--- src/rtl/seq_mul_unit.sv ---
// Multi-cycle shift-and-add RV32M multiplier (MUL/MULH/MULHSU/MULHU) built around one ripple-carry adder.
// Optional: define SEQ_MUL_EARLY_EXIT_EN to leave RUN once the remaining multiplier bits are zero.

module N_bit_RCA #(
    parameter int N = 32
) (
    input  logic [N-1:0] a,
    input  logic [N-1:0] b,
    input  logic         cin,
    output logic [N-1:0] sum,
    output logic         cout
);
    logic [N:0] carry;

    assign carry[0] = cin;

    for (genvar i = 0; i < N; i++) begin : g_fa
        assign sum[i]       = a[i] ^ b[i] ^ carry[i];
        assign carry[i + 1] = (a[i] & b[i]) | (carry[i] & (a[i] ^ b[i]));
    end

    assign cout = carry[N];
endmodule

module seq_mul_unit #(
    parameter int N = 32
) (
    input  logic         clk,
    input  logic         rst_n,
    input  logic         start,
    input  logic         flush,
    input  logic [1:0]   mul_op,
    input  logic [N-1:0] operand_a,
    input  logic [N-1:0] operand_b,
    output logic         busy,
    output logic         done,
    output logic [N-1:0] result
);
    localparam int CW = $clog2(N);

    localparam logic [1:0] OP_MUL    = 2'b00;
    localparam logic [1:0] OP_MULH   = 2'b01;
    localparam logic [1:0] OP_MULHSU = 2'b10;

    typedef enum logic [1:0] {
        S_IDLE = 2'b00,
        S_RUN  = 2'b01,
        S_SIGN = 2'b10,
        S_DONE = 2'b11
    } state_t;

    state_t               state_q, state_d;
    logic [1:0]           op_q;
    logic                 neg_q;
    logic [N-1:0]         mcand_q;
    logic [2*N-1:0]       prod_q;
    logic [CW-1:0]        count_q;
    logic [N-1:0]         result_q;

    logic                 sa, sb;
    logic [N-1:0]         abs_a, abs_b;
    logic [N-1:0]         addend, sum;
    logic                 cout;
    logic [2*N-1:0]       step_prod, run_prod;
    logic                 exit_run;
    logic                 accept;
    logic [N-1:0]         sel_res;

    // Two's complement without a carry chain: flip every bit above the lowest set bit.
    function automatic logic [N-1:0] neg_word(input logic [N-1:0] x);
        logic [N-1:0] r;
        logic         seen;
        seen = 1'b0;
        for (int i = 0; i < N; i++) begin
            r[i] = x[i] ^ seen;
            seen = seen | x[i];
        end
        return r;
    endfunction

    function automatic logic [2*N-1:0] neg_prod(input logic [2*N-1:0] x);
        logic [2*N-1:0] r;
        logic           seen;
        seen = 1'b0;
        for (int i = 0; i < 2*N; i++) begin
            r[i] = x[i] ^ seen;
            seen = seen | x[i];
        end
        return r;
    endfunction

    assign sa     = operand_a[N-1] & ((mul_op == OP_MULH) | (mul_op == OP_MULHSU));
    assign sb     = operand_b[N-1] & (mul_op == OP_MULH);
    assign abs_a  = sa ? neg_word(operand_a) : operand_a;
    assign abs_b  = sb ? neg_word(operand_b) : operand_b;
    assign accept = (state_q == S_IDLE) && start && !flush;

    assign addend = prod_q[0] ? mcand_q : '0;

    N_bit_RCA #(.N(N)) u_rca (
        .a    (prod_q[2*N-1:N]),
        .b    (addend),
        .cin  (1'b0),
        .sum  (sum),
        .cout (cout)
    );

    assign step_prod = {cout, sum, prod_q[N-1:1]};

`ifdef SEQ_MUL_EARLY_EXIT_EN
    logic [N-2:0] rem_bits;
    logic [CW-1:0] shamt;

    // Multiplier bits not yet consumed after this iteration, aligned so zero means nothing left to add.
    assign rem_bits = prod_q[N-1:1] << count_q;
    assign shamt    = CW'(N - 1) - count_q;
    assign exit_run = (rem_bits == '0);
    assign run_prod = exit_run ? (step_prod >> shamt) : step_prod;
`else
    assign exit_run = (count_q == CW'(N - 1));
    assign run_prod = step_prod;
`endif

    assign sel_res = (op_q == OP_MUL) ? prod_q[N-1:0] : prod_q[2*N-1:N];

    always_ff @(posedge clk or negedge rst_n) begin
        if (!rst_n) begin
            state_q <= S_IDLE;
        end else begin
            state_q <= state_d;
        end
    end

    always_comb begin
        state_d = state_q;
        case (state_q)
            S_IDLE: if (accept) state_d = S_RUN;
            S_RUN: begin
                if (flush)         state_d = S_IDLE;
                else if (exit_run) state_d = S_SIGN;
            end
            S_SIGN:  state_d = flush ? S_IDLE : S_DONE;
            S_DONE:  state_d = S_IDLE;
            default: state_d = S_IDLE;
        endcase
    end

    always_comb begin
        busy   = (state_q != S_IDLE);
        done   = (state_q == S_DONE) && !flush;
        result = done ? sel_res : result_q;
    end

    always_ff @(posedge clk or negedge rst_n) begin
        if (!rst_n) begin
            op_q     <= '0;
            neg_q    <= 1'b0;
            mcand_q  <= '0;
            prod_q   <= '0;
            count_q  <= '0;
            result_q <= '0;
        end else begin
            if (accept) begin
                op_q    <= mul_op;
                neg_q   <= sa ^ sb;
                mcand_q <= abs_a;
                prod_q  <= {{N{1'b0}}, abs_b};
                count_q <= '0;
            end else if (!flush) begin
                case (state_q)
                    S_RUN: begin
                        prod_q  <= run_prod;
                        count_q <= count_q + 1'b1;
                    end
                    S_SIGN: if (neg_q) prod_q <= neg_prod(prod_q);
                    S_DONE: result_q <= sel_res;
                    default: ;
                endcase
            end
        end
    end
endmodule

--- config.mk ---
export PLATFORM = sky130hd
export DESIGN_NAME = seq_mul_unit
export DESIGN_NICKNAME = d
export VERILOG_FILES = /design/src/rtl/seq_mul_unit.sv
export SDC_FILE = /design/constraint.sdc
export NUM_CORES = 1
export LEC_CHECK = 0
export CAP_MARGIN = 20
export CORE_MARGIN = 1
export CORE_UTILIZATION = 60
export CTS_CLUSTER_DIAMETER = 80
export CTS_CLUSTER_SIZE = 25
export DETAILED_ROUTE_END_ITERATION = 16
export HOLD_SLACK_MARGIN = 0.02
export PLACE_DENSITY_LB_ADDON = 0.12
export SYNTH_ARGS = -nofsm -noshare
export SYNTH_HDL_FRONTEND = slang
export SYNTH_SLANG_ARGS = --single-unit
export TNS_END_PERCENT = 50
--- constraint.sdc ---
create_clock -name clk -period 31.7 [get_ports clk]
set_input_delay 6.34 -clock clk [delete_from_list [all_inputs] [get_ports clk]]
set_output_delay 6.34 -clock clk [all_outputs]
set_load 0.005 [all_outputs]
==> out/metrics.csv <==
metric;value;unit
syn_inst;1113;
p_seq_frac;0.365;
top_usage_layer;met1;
power_frac_comb;0.330;
drtIter0Drc;495;
tightest_slew;1.08;ns
worstPathArrival;8.62;ns
die_h;134;um
start_kind;input pin;
clk_pin_slew;0.06;ns
cpMostUsedCell;clkdlybuf4s50_1;
synth-edff-count;0;
reg2reg_slack;17.04;ns
setup_viol;0;
synth.net_count;1340;
synth-async-reset-ratio;1.00;
worst_clock_skew;0.00784;ns
io_buffers;103;
syn_area_per_cell;9.33;um^2
wl;20800;um
crit_fanout;97;
timing.rr.end;prod_q[62];
seq_area_frac_synth;0.333;
maxSlewViolCount;0;
path_cells;clkdlybuf4s50_1, nand3b_1, buf_4, nand2_1, o21ai_0, clkdlybuf4s50_1;
hold_path_startpoint;result_q[22];
cts_hold_buf;0;
io_pins;104;
fin_crit;14.96;ns
ant_nets;0;
ir_worst_vdd;0.0469;mV
cts.sinks;138;
drc_errors;0;
status;finished clean;
finalHoldViolCount;0;
register_area;3450;um^2
num_vias;7698;
synth_top_area_frac;0.333;
wl_per_cell;14.8;um
period_share;0.472;
p_clk_frac;0.305;
cts_tree;built;
crit_buf_inv;3;
postCtsSetupRepairBufs;0;
worstRegToRegCells;40;
p_leak;5.81;nW
grtUsageTotal;0.252;
vias_per_cell;5.49;
syn_area;10400;um^2
dp_hpwl;14700;um
swShare;0.350;
grt_max_degree;98;
yosysWarnings;0;
n_antenna_cell;0;
cts_max_level;4;
r2r_start;prod_q[0];
cts-root-buf;clkbuf_16;
grt_use_met2;0.378;
fillers;1267;
fmax;0.0668;GHz
use_met3;0.0323;
use_met1;0.382;
cts.path.max_buffers;2;
placed_area;11400;um^2
antenna_found_initial;0;
cpPeakStageDelay;0.67;ns
cp_slowest_cell;clkdlybuf4s50_1;
hold_path_depth;2;
cp.depth;6;
grt_pass1_vias;7300;
path_class;input pin to primary output;
core;16800;um^2
synthTopCellsByArea;dfrtp_1 33%, ha_1 15%, a211oi_2 7.2%;
fin_nets;1395;
grt_remaining_overflow;0;
numCtsBuffers;17;
ys_ff_latch;138;
die_area;17800;um^2
grt_pass1_wl;35800;um
synth_cell_types;37;
slew_headroom;0.281;
rsz0062_at_grt;no;
core.rowCount;47;
hold_end;result_q[22];
drive_above_1_share;0.0940;
die_width;134;um
dominantRegCellSynth;dfrtp_1;
end_kind;primary output;
clk_latency;0.43;ns
p_sw;243;uW
internal_power;450;uW
power_density;57.5;nW/um^2
area_growth;16.1;%
worstHoldPathType;register to register;
cap_violations;0;
first_pass_iters;6;
tns;0;ns
crit_family;buffers and inverters;
initial_core_util;0.620;
yosys.area.top_type;dfrtp_1;
cp.required;25.36;ns
design_area;12100;um^2
routabilityCongestion;0.776;
multi_input_area;6070;um^2
post_cts_resized;0;
==> stage by stage <==
step	power, mW	instances	worst slack [ns]	util	hold slack (ns)
floorplan	0.417	1113	17.63	-	0.439
global placement	0.471	1368	16.83	0.680	0.455
CTS	0.697	1400	16.76	0.718	0.473
finish	0.693	1401	16.74	0.720	0.468
detailed placement	0.484	1368	16.77	0.680	0.460
global route	0.747	1401	16.40	0.720	0.494
==> how the worst max path moves through the flow <==
stage          startpoint         end  slack, ns
2_1_floorplan   prod_q[0]  prod_q[62]      17.63
3_3_place_gp        flush   result[1]      16.83
3_5_place_dp        flush   result[2]      16.77
4_1_cts             flush   result[2]      16.76
5_1_grt         prod_q[0]  prod_q[62]      16.40
6_report            flush   result[2]      16.74
==> worst register-to-register path: cells and delay by family (launching register included) <==
kind,cells,cell delay [ns]
adder cells (fa/ha/maj),32,13.25
buffers and inverters,4,0.49
flip-flops,1,0.32
AND/OR/NAND/NOR,2,0.31
AO/OA/AOI/OAI,2,0.24
==> power by group through the flow <==
stage	sequential, mW	combinational [mW]	clock [mW]
after detailed placement	0.255	0.228	0
after global routing	0.259	0.268	0.221
after floorplan	0.240	0.177	0
final	0.253	0.229	0.211
after global placement	0.253	0.218	0
after CTS	0.252	0.231	0.214
==> area by class of cell <==
type,instances,area share
flip-flops and latches,138,0.286
repair buffers,115,0.0947
multi-input cells,765,0.503
clock inverters,12,0.0142
clock buffers,20,0.0379
inverters,131,0.0408
well taps,220,0.0228
==> layer usage <==
layer  vias to the layer above  routed length (um)
li1                       3914                   -
met1                      3639               10900
met2                       124                9110
met3                        21                 517
met4                         0                 274
met5                         -                   0
==> cell usage in the layout, fill, tap and decap left out, drive strengths merged, types with 4 or more instances in the layout <==
master	Yosys	layout
bufinv	0	4
mux2i	64	64
ha	126	126
and3	31	31
buf	24	13
o21ai	99	99
nor2	69	69
inv	131	131
a21o	31	31
fa	31	31
a21oi	65	65
o31ai	31	31
dfrtp	138	138
nand2	132	132
clkdlybuf4s50	0	102
a211oi	61	61
clkinv	0	5
clkbuf	55	20
==> cell families after synthesis <==
logic type      share of synthesized area
compound gates                      0.202
simple gates                        0.102
buf+inv                            0.0867
fa+ha+maj                           0.212
flops                               0.333
mux                                0.0617
xor+xnor                          0.00337
==> flip-flops by register name (all words and copies together) (netlist names) <==
register and flops:
neg_q 1, state_q 2, count_q 5, mcand_q 32, op_q 2, result_q 32, prod_q 64
==> cells in the mapped netlist (all sizes together), types with 3 or more instances <==
library cell	n
nand2b	3
ha	126
a21oi	65
and3	31
clkbuf	55
o21ai	99
inv	131
dfrtp	138
nor2b	3
mux2i	64
xor2	3
o31ai	31
fa	31
a211oi	61
nor2	69
nand2	132
a21o	31
buf	24
Note: power is estimated with default switching activity, not from simulation.
